$ cat src/rtl/mul_slave_ctrl.sv
// mul_slave_ctrl: bus-slave register front end for the 32x32 signed
// sequential multiplier. Holds the operands, sequences the start/clear
// pulses, captures the 64-bit product and drives a level interrupt.
module mul_slave_ctrl #(
  parameter int unsigned ADDR_W = 4
) (
  input  logic              clk,
  input  logic              reset_n,
  input  logic              s_sel,
  input  logic              s_wr,
  input  logic [ADDR_W-1:0] s_addr,
  input  logic [31:0]       s_din,
  output logic [31:0]       s_dout,
  output logic              m_interrupt,
  output logic [31:0]       mul_multiplicand,
  output logic [31:0]       mul_multiplier,
  output logic              mul_op_start,
  output logic              mul_op_clear,
  input  logic              mul_op_done,
  input  logic [63:0]       mul_result
);

  localparam int unsigned DATA_W = 32;
  localparam int unsigned RES_W  = 64;

  localparam logic [ADDR_W-1:0] ADDR_MCAND   = ADDR_W'(0);
  localparam logic [ADDR_W-1:0] ADDR_MPLIER  = ADDR_W'(1);
  localparam logic [ADDR_W-1:0] ADDR_START   = ADDR_W'(2);
  localparam logic [ADDR_W-1:0] ADDR_CLEAR   = ADDR_W'(3);
  localparam logic [ADDR_W-1:0] ADDR_STATUS  = ADDR_W'(4);
  localparam logic [ADDR_W-1:0] ADDR_INTR_EN = ADDR_W'(5);
  localparam logic [ADDR_W-1:0] ADDR_RES_H   = ADDR_W'(6);
  localparam logic [ADDR_W-1:0] ADDR_RES_L   = ADDR_W'(7);

  typedef enum logic [2:0] {
    S_IDLE  = 3'd0,
    S_START = 3'd1,
    S_BUSY  = 3'd2,
    S_DONE  = 3'd3,
    S_CLEAR = 3'd4
  } state_e;

  state_e              state_q, state_d;
  logic [DATA_W-1:0]   mcand_q, mcand_d;
  logic [DATA_W-1:0]   mplier_q, mplier_d;
  logic                intr_en_q, intr_en_d;
  logic [RES_W-1:0]    result_q, result_d;
  logic                done_q, done_d;
  logic                start_q, start_d;
  logic                clear_q, clear_d;
  logic                irq_q, irq_d;

  logic                wr_en;
  logic                wr_start;
  logic                wr_clear;
  logic                busy;
  logic                operands_frozen;

  assign wr_en           = s_sel & s_wr;
  assign wr_start        = wr_en && (s_addr == ADDR_START) && s_din[0];
  assign wr_clear        = wr_en && (s_addr == ADDR_CLEAR) && s_din[0];
  assign busy            = (state_q == S_START) || (state_q == S_BUSY);
  assign operands_frozen = busy;

  // Next-state, register-update and pulse decode for the command sequencer
  always_comb begin
    state_d   = state_q;
    mcand_d   = mcand_q;
    mplier_d  = mplier_q;
    intr_en_d = intr_en_q;
    result_d  = result_q;
    done_d    = done_q;

    case (state_q)
      S_IDLE:  if (wr_start) state_d = S_START;
      S_START: state_d = S_BUSY;
      S_BUSY: begin
        if (mul_op_done) begin
          result_d = mul_result;
          done_d   = 1'b1;
          state_d  = S_DONE;
        end
      end
      S_DONE:  state_d = S_DONE;
      S_CLEAR: state_d = S_IDLE;
      default: state_d = S_IDLE;
    endcase

    // Clear wins over everything, including a completing operation
    if (wr_clear) begin
      state_d  = S_CLEAR;
      result_d = '0;
      done_d   = 1'b0;
    end

    if (wr_en && !operands_frozen) begin
      if (s_addr == ADDR_MCAND)  mcand_d  = s_din;
      if (s_addr == ADDR_MPLIER) mplier_d = s_din;
    end
    if (wr_en && (s_addr == ADDR_INTR_EN)) intr_en_d = s_din[0];

    start_d = (state_d == S_START);
    clear_d = (state_d == S_CLEAR);
    irq_d   = done_d & intr_en_d;
  end

  // State and register bank
  always_ff @(posedge clk or negedge reset_n) begin
    if (!reset_n) begin
      state_q   <= S_IDLE;
      mcand_q   <= '0;
      mplier_q  <= '0;
      intr_en_q <= 1'b0;
      result_q  <= '0;
      done_q    <= 1'b0;
      start_q   <= 1'b0;
      clear_q   <= 1'b0;
      irq_q     <= 1'b0;
    end else begin
      state_q   <= state_d;
      mcand_q   <= mcand_d;
      mplier_q  <= mplier_d;
      intr_en_q <= intr_en_d;
      result_q  <= result_d;
      done_q    <= done_d;
      start_q   <= start_d;
      clear_q   <= clear_d;
      irq_q     <= irq_d;
    end
  end

  // Combinational read mux; idle bus and write cycles return zero
  always_comb begin
    s_dout = '0;
    if (s_sel && !s_wr) begin
      case (s_addr)
        ADDR_MCAND:   s_dout = mcand_q;
        ADDR_MPLIER:  s_dout = mplier_q;
        ADDR_STATUS:  s_dout = DATA_W'({busy, done_q});
        ADDR_INTR_EN: s_dout = DATA_W'(intr_en_q);
        ADDR_RES_H:   s_dout = result_q[RES_W-1:DATA_W];
        ADDR_RES_L:   s_dout = result_q[DATA_W-1:0];
        default:      s_dout = '0;
      endcase
    end
  end

  assign mul_multiplicand = mcand_q;
  assign mul_multiplier   = mplier_q;
  assign mul_op_start     = start_q;
  assign mul_op_clear     = clear_q;
  assign m_interrupt      = irq_q;

endmodule

$ cat config.mk
export PLATFORM = sky130hd
export DESIGN_NAME = mul_slave_ctrl
export DESIGN_NICKNAME = d
export VERILOG_FILES = /design/src/rtl/mul_slave_ctrl.sv
export SDC_FILE = /design/constraint.sdc
export NUM_CORES = 1
export LEC_CHECK = 0
export CAP_MARGIN = 20
export CORE_MARGIN = 2
export CORE_UTILIZATION = 61
export DETAILED_ROUTE_END_ITERATION = 6
export DONT_BUFFER_PORTS = 1
export PLACE_DENSITY = 0.77
export SLEW_MARGIN = 20
export SYNTH_ARGS = -nofsm -noshare
export SYNTH_HDL_FRONTEND = slang
export SYNTH_SLANG_ARGS = --single-unit
$ cat constraint.sdc
create_clock -name clk -period 2.2 [get_ports clk]
set_input_delay 0.22 -clock clk [delete_from_list [all_inputs] [get_ports clk]]
set_output_delay 0.22 -clock clk [all_outputs]
set_load 0.05 [all_outputs]
## After elaboration in Yosys (flattened, before gate mapping)

Index checks and enable logic that the tools add are counted.

- Register bits: 136
- Output and inout bits: 99
- Word-level logic and storage cells: 53

- Eq/ne operators: 12
- Multiplexer cells: 13
- Bitwise gates (word level): 2
- Reduce and logical (&&, ||, !) cells: 17

Operators with widths:

| operator | count |
|---|---|
| $mux W64 | 3 |
| $pmux W32 S6 | 1 |
| $mux W32 | 1 |
| $eq A4 B3 Y1 const B | 4 |
| $pmux W3 S4 | 1 |
| $mux W3 | 3 |
| $eq A4 B2 Y1 const B | 2 |
| $logic_and A1 B1 Y1 | 7 |
| $eq A3 B1 Y1 const B | 2 |
| $eq A3 B2 Y1 const B | 2 |
| $reduce_and A2 Y1 | 3 |
| $eq A4 B1 Y1 const B | 1 |
| $logic_not A4 Y1 | 1 |
| $mux W1 | 4 |
| $reduce_bool A2 Y1 | 2 |
| $eq A3 B3 Y1 const B | 1 |
| $logic_not A3 Y1 | 1 |
| $and A1 B1 Y1 | 2 |
| $logic_not A1 Y1 | 2 |
| $logic_or A1 B1 Y1 | 1 |

## Logic depth before layout (Yosys ltp)

Gate-level depths: netlist of run 1.

- Depth after elaboration: 7
- Gate-level depth with buffers: 7
- Mapped depth without buffers: 3

## Least setup slack after synthesis of run 1

OpenSTA, ideal clock, no wires.

- Path kind: reg2out
- Start point: reg mcand_q[0] (netlist: mul_multiplicand[0])
- End point: out s_dout[0]
- Arrival time: 1.906 ns
- Slack: 0.074 ns
- Stages on the path, launching flop included: 4
- Buffers on the path: 0
- Cells stage by stage: dfrtp_1 -> mux2i_1 -> or4_1 -> a21oi_1

- Cells in the longest elaborated chain, start to end: 2

RTL lines:

| what | line | RTL |
|---|---|---|
| start: declaration | 44 | `logic [DATA_W-1:0] mcand_q, mcand_d;` |
| start signal: assignment | 121 | `mcand_q <= mcand_d;` |
| $pmux W32 S6 | 136 | `case (s_addr)` |
| $mux W32 | 135 | `if (s_sel && !s_wr) begin` |
| end: declaration | 13 | `output logic [31:0] s_dout,` |

No other way between the ends.

## Worst setup path in the final report of run 1

- Start point: reg mcand_q[20] (netlist: mul_multiplicand[20])
- End point: out s_dout[20]

The elaborated chain is that of the path after synthesis.

==> impl_metrics.csv, run 1 <==
group,metric,value,unit
run_status,status,"finished with violations",
run_status,violations,"negative hold slack",
synth,synth_area,6670,um2
clocking,clk_pin_slew,60,ps
setup_path,worstSetupEndpointType,"output pin",
clocking,cts_made_buffers,17,
timing,relSlewSlack,62.9,%
grt,grt_max_degree,137,
die,die_area,11800,um2
clocking,hold_buffers,104,
timing,holdWs,-619,ps
setup_path,r2r_slack,310,ps
synth,syn_avg_cell_area,11.1,um2
timing,skew,9.61,ps
grt,grt_pass1_wl,29000,um
layout,area_delta_synth_final,29.1,%
grt,grtUsageTotal,32.7,%
grt,grt_overflow_total,0,
detailed_routing,drc_errors,0,
layout,n_fill_cell,618,
clocking,cts_sinks,136,
layout,mostFrequentLayoutCell,"nand2_1",
placement,placed_area,6980,um2
pwr,ir_drop,0.000703,V
job,max_cap_violations,0,
layout,fin_util,80.1,%
detailed_routing,first_pass_iters,5,
pwr,power.density,998,nW/um2
setup_path,timing.rr.start,"state_q[1]",
min_path,hold_path_class,"in2async",
detailed_routing,drt_iter0_markers,510,
setup_path,crit_fanout,3,
setup_path,worstSetupPathType,"reg2out",
timing,setup_viol,0,
timing,tightest_slew,556,ps
clocking,ctsRootBufferMaster,"clkbuf_8",
synth,synth_cell_types,41,
detailed_routing,wirelength,18900,um
layout,design_area,8610,um2
synth,yosysWarnings,0,
die,initial_core_util,62.0,%
clocking,h-tree-depth,4,
layout,layout.nets,833,
placement,place_congestion,0.815,
synth,synth_edf_count,0,
synth,synth-seq-cells,136,
layout,drive_above_1_share,24.2,%
synth,yosys_most_used_dff,"dfrtp_1",
timing,final-hold-violation-count,136,
timing,max_freq,464,MHz
synth,synth-seq-area-share,51.1,%
placement,dp.cells,745,
detailed_routing,wl_per_cell,21.4,um
setup_path,cp.arrival,1940,ps
layout,final_cells,881,
detailed_routing,viasPerCell,6.07,
timing,rsz0062_at_grt,"no",
setup_path,start_kind,"flip-flop",
timing,setup_tns,0,ps
pwr,p_leak,3.95,nW
grt,grt_pass1_vias,5629,
synth,async_reset_ff_share,100,%
setup_path,crit_required,1980,ps
timing,finalMaxSlewViolations,0,
synth,synth_fp_nets,708,
die,die_w,109,um
synth,synth_cells,603,
placement,numPortBuffers,0,
detailed_routing,final_antenna_net_count,0,
clocking,worstSkewPairLatency,530,ps
clocking,clk_path_buf_depth,2,
timing,timing.final.crit_share,98.1,%
clocking,cts_tree,"done",
placement,place.detailed.hpwl,10700,um
die,ios,204,
detailed_routing,num_vias,5352,
setup_path,r2r_cells,4,
layout,antenna_cells,0,
die,coreArea,10700,um2
timing,fin_crit,2160,ps
setup_path,worstReg2RegEnd,"mul_multiplier[22]",
grt,antenna_found_initial,0,
die,num_rows,38,
layout,mostFrequentLayoutCells,"nand2_1, dfrtp_1, dlygate4sd3_1, mux2i_1, a21oi_1",
die,die_h,109,um
worst max-delay path, cell delays in order (launching register included):
cell	delay, ps
dfrtp_1	670
mux2i_1	200
o22a_1	210
nor2_1	100
buf_4	220
through the flow:
step / setup WS [ps] / total power, mW
6_report: 42.6 / 8.59
5_1_grt: 0.865 / 8.93
4_1_cts: 7.23 / 8.50
3_5_place_dp: 304 / 5.71
3_3_place_gp: 366 / 5.59
2_1_floorplan: 73.9 / 5.36
worst max path at each step:
stage                         startpoint            endpoint  slack (ps)  cells past startpoint
finish              mul_multiplicand[20]          s_dout[20]          40                      4
global placement              state_q[1]  mul_multiplier[22]         370                      4
floorplan            mul_multiplicand[0]           s_dout[0]          70                      3
CTS                   mul_multiplier[13]          s_dout[13]           7                      4
detailed placement            state_q[1]  mul_multiplier[22]         300                      4
global route        mul_multiplicand[31]          s_dout[31]         0.9                      4
flip-flops by register name (all words and copies together), names as in the netlist:
register and flops:
mul_multiplicand 32, state_q 3, mul_op_start 1, m_interrupt 1, done_q 1, result_q 64
mul_op_clear 1, intr_en_q 1, mul_multiplier 32
cells by family (layout without fill, tap and decap cells):
kind of cell | after synthesis | count (layout) | synth area share (%)
buffers and inverters | 51 | 189 | 4.56
AND/OR/NAND/NOR | 182 | 182 | 11.6
AO/OA/AOI/OAI | 104 | 104 | 10.4
XOR/XNOR | 1 | 1 | 0.131
flip-flops | 136 | 136 | 51.1
multiplexers | 129 | 129 | 22.3
routing by layer:
| layer | track usage [%] | share of wire (%) | wire length, um |
|---|---|---|---|
| met2 | 56.3 | 51 | 9680 |
| met4 | 14.5 | 3.5 | 667 |
| met1 | 37.6 | 37 | 6960 |
| met3 | 10.0 | 8.3 | 1560 |
| met5 | 0 | 0 | 0 |
cells in the mapped netlist, types with 2 or more instances:
library cell  instances  area, um2
mux2i_1              65        651
and4_1                2       17.5
a21oi_1              65        325
buf_6                 9        101
inv_1                 3       11.3
mux2_4               30        450
nand2_1             129        484
buf_2                27        135
nor2_1               35        131
mux2_2               33        372
nor3_1                2       10.0
clkbuf_1              8       30.0
o22a_1               30        263
dfrtp_1             136       3400
buf_4                 3       22.5
cell type report:
class                   count  area, um2  share of cell area [%]
multi-input cells         416       2980                    34.7
flip-flops and latches    136       3430                    39.9
clock inverters            14        124                    1.44
clock buffers              18        428                    4.97
inverters                   3       11.3                   0.131
repair buffers            154       1450                    16.9
well taps                 140        175                    2.04
where the power goes:
part           internal [mW]  switching (mW)  total, mW
combinational          0.822           0.711       1.53
sequential              3.15            1.24       4.40
clock                   1.53            1.13       2.66
what timing repair did:
| item | in CTS | in global routing |
|---|---|---|
| setup endpoints to repair | 1 | 14 |
| gates resized for setup | 1 | 23 |
| endpoints found under the hold margin | 269 | 136 |
| buffers inserted | 0 | 0 |
(Power assumes the default switching activity.)
==> inputs of run 2 (changes only) <==
--- a/config.mk
+++ b/config.mk
@@ -10,6 +10,7 @@
 export CORE_UTILIZATION = 61
 export DETAILED_ROUTE_END_ITERATION = 6
 export DONT_BUFFER_PORTS = 1
+export GPL_TIMING_DRIVEN = 0
 export PLACE_DENSITY = 0.77
 export SLEW_MARGIN = 20
 export SYNTH_ARGS = -nofsm -noshare
==> impl_metrics.csv, run 2 (same netlist as run 1, synthesis figures left out) <==
group,metric,value,unit
setup_path,critical_path.cell_chain,"mux2i_1 -> or4_4 -> a21oi_4",
clocking,hold_buffers,102,
detailed_routing,num_vias,5549,
detailed_routing,viasPerCell,6.33,
detailed_routing,final_antenna_net_count,0,
clocking,clk_pin_slew,60,ps
layout,design_area,8700,um2
setup_path,timing.rr.start,"state_q[2]",
die,initial_core_util,62.0,%
detailed_routing,wl_met2,10600,um
detailed_routing,wl_per_cell,24.1,um
timing,skew,8.28,ps
placement,numPortBuffers,0,
die,die_h,109,um
clocking,worstSkewPairLatency,550,ps
grt,grt_overflow_total,0,
setup_path,r2r_cells,5,
placement,placed_area,6840,um2
layout,mostFrequentLayoutCells,"nand2_1, dlygate4sd3_1, dfrtp_1, mux2i_1, a21oi_1",
setup_path,worstSetupPathType,"reg2out",
run_status,violations,"negative hold slack, negative setup slack",
setup_path,worstSetupEndpointType,"output pin",
grt,grt_max_degree,137,
setup_path,worstReg2RegEnd,"result_q[57]",
timing,tightest_slew,633,ps
min_path,hold_path_class,"in2async",
setup_path,start_kind,"flip-flop",
detailed_routing,drc_errors,0,
timing,fin_ws,-84.2,ps
pwr,p_leak,3.81,nW
setup_path,cp.arrival,2060,ps
setup_path,crit_required,1980,ps
detailed_routing,wl_met3,1940,um
setup_path,critPathMaxStageDelay,530,ps
die,ios,204,
setup_path,worst_path_max_delay_cell,"dfrtp_2",
grt,grtUsageTotal,36.3,%
detailed_routing,first_pass_iters,7,
timing,fin_crit,2280,ps
setup_path,cp_num_cells,3,
layout,antenna_cells,0,
timing,timing.final.crit_share,104,%
placement,place_congestion,0.916,
die,die_w,109,um
timing,relSlewSlack,57.8,%
detailed_routing,topRoutingLayerUsed,"met4",
timing,finalMaxSlewViolations,0,
timing,max_freq,438,MHz
pwr,ir_drop,0.000794,V
timing,rsz0062_at_grt,"yes",
setup_path,worstSetupEndpoint,"s_dout[0]",
setup_path,crit_fanout,3,
timing,final-hold-violation-count,136,
setup_path,r2r_slack,350,ps
clocking,cts_tree,"done",
clocking,h-tree-depth,4,
layout,n_fill_cell,581,
timing,holdWs,-630,ps
clocking,cts_sinks,136,
die,die_area,11800,um2
layout,top_register,"result_q",
setup_path,crit_start,"mul_multiplicand[0]",
die,coreArea,10700,um2
detailed_routing,drt_iter0_markers,431,
clocking,ctsRootBufferMaster,"clkbuf_8",
clocking,clk_path_buf_depth,2,
pwr,power,8.64,mW
detailed_routing,wl_met1,7870,um
setup_path,crit_family,"flip-flops",
grt,grt_pass1_vias,5817,
setup_path,worst-path-buf-inv,0,
layout,layout.nets,829,
clocking,cts_made_buffers,17,
timing,setup_viol,1,
layout,mostFrequentLayoutCell,"nand2_1",
pwr,power.density,992,nW/um2
layout,area_delta_synth_final,30.6,%
detailed_routing,wirelength,21100,um
grt,grt_pass1_wl,31800,um
die,num_rows,38,
run_status,status,"finished with violations",
grt,antenna_found_initial,0,
job,max_cap_violations,0,
placement,place.detailed.hpwl,12400,um
layout,drive_above_1_share,30.4,%
layout,largest_reg_flops,64,
==> run 2: cell count changes in the layout (fill, tap and decap cells not counted), moves of 2 or more <==
cell,delta
buf_12,-3
buf_2,+24
buf_4,-42
buf_6,+9
clkbuf_1,+8
dfrtp_1,-26
dfrtp_2,+26
dlygate4sd3_1,-2
nor2_1,-30
nor2_4,+29
==> run 2: metrics by stage <==
| step | hold slack [ps] | setup TNS, ps | util, % | setup slack [ps] | instances |
|---|---|---|---|---|---|
| CTS | -639 | -78.4 | 80.3 | -49.6 | 877 |
| floorplan | -75.6 | 0 | - | 73.9 | 603 |
| finish | -630 | -84.2 | 81.0 | -84.2 | 877 |
| detailed placement | -72.4 | -3350 | 63.7 | -217 | 743 |
| global placement | -72.3 | -2830 | 63.7 | -189 | 743 |
| global route | -649 | -130 | 81.0 | -130 | 877 |
==> run 2: how the worst min path moves through the flow <==
stage | start | to | slack (ps) | cells after the start
after global routing | reset_n | mul_multiplier[5] | -650 | 0
after global placement | reset_n | mul_multiplier[3] | -70 | 0
final | reset_n | mul_multiplier[5] | -630 | 0
after floorplan | reset_n | done_q | -80 | 0
after CTS | reset_n | mul_multiplier[24] | -640 | 0
after detailed placement | reset_n | mul_multiplicand[3] | -70 | 0
==> run 2: final cells by class <==
class                      count  area [um2]  area share [%]
inverter                       3        11.3           0.129
multi-input combinational    416        3200            36.8
buffer                        48         300            3.45
tap                          140         175            2.01
sequential                   136        3460            39.8
clock inverter                14         101            1.16
clock buffer                  18         428            4.92
timing repair buffer         102        1020            11.7
==> run 2: worst register-to-register path, stage by stage (launching register included) <==
cell	delay (ps)
dfrtp_1	510
and4bb_2	380
buf_2	260
buf_2	300
nand2_1	120
a21oi_1	190
==> run 2: report_power, final <==
group          switching, mW  internal (mW)  total (mW)
Clock                   1.14           1.42        2.56
Combinational          0.727          0.803        1.53
Sequential              1.37           3.17        4.55
Total                   3.24           5.39        8.64
==> run 2: repair_timing <==
| item | 4_1_cts | 5_1_grt |
|---|---|---|
| endpoints found under the hold margin | 269 | 136 |
| endpoints found under the setup margin | 31 | 28 |
| buffers inserted | 0 | 0 |
| resized for setup | 67 | 49 |
| pin swaps | 0 | 2 |
==> run 2: metal layers <==
| metal | vias to the layer above | global-route usage [%] |
|---|---|---|
| li1 | 2351 | - |
| met1 | 2772 | 43.2 |
| met2 | 349 | 60.0 |
| met3 | 77 | 12.2 |
| met4 | 0 | 15.9 |
| met5 | - | 0 |
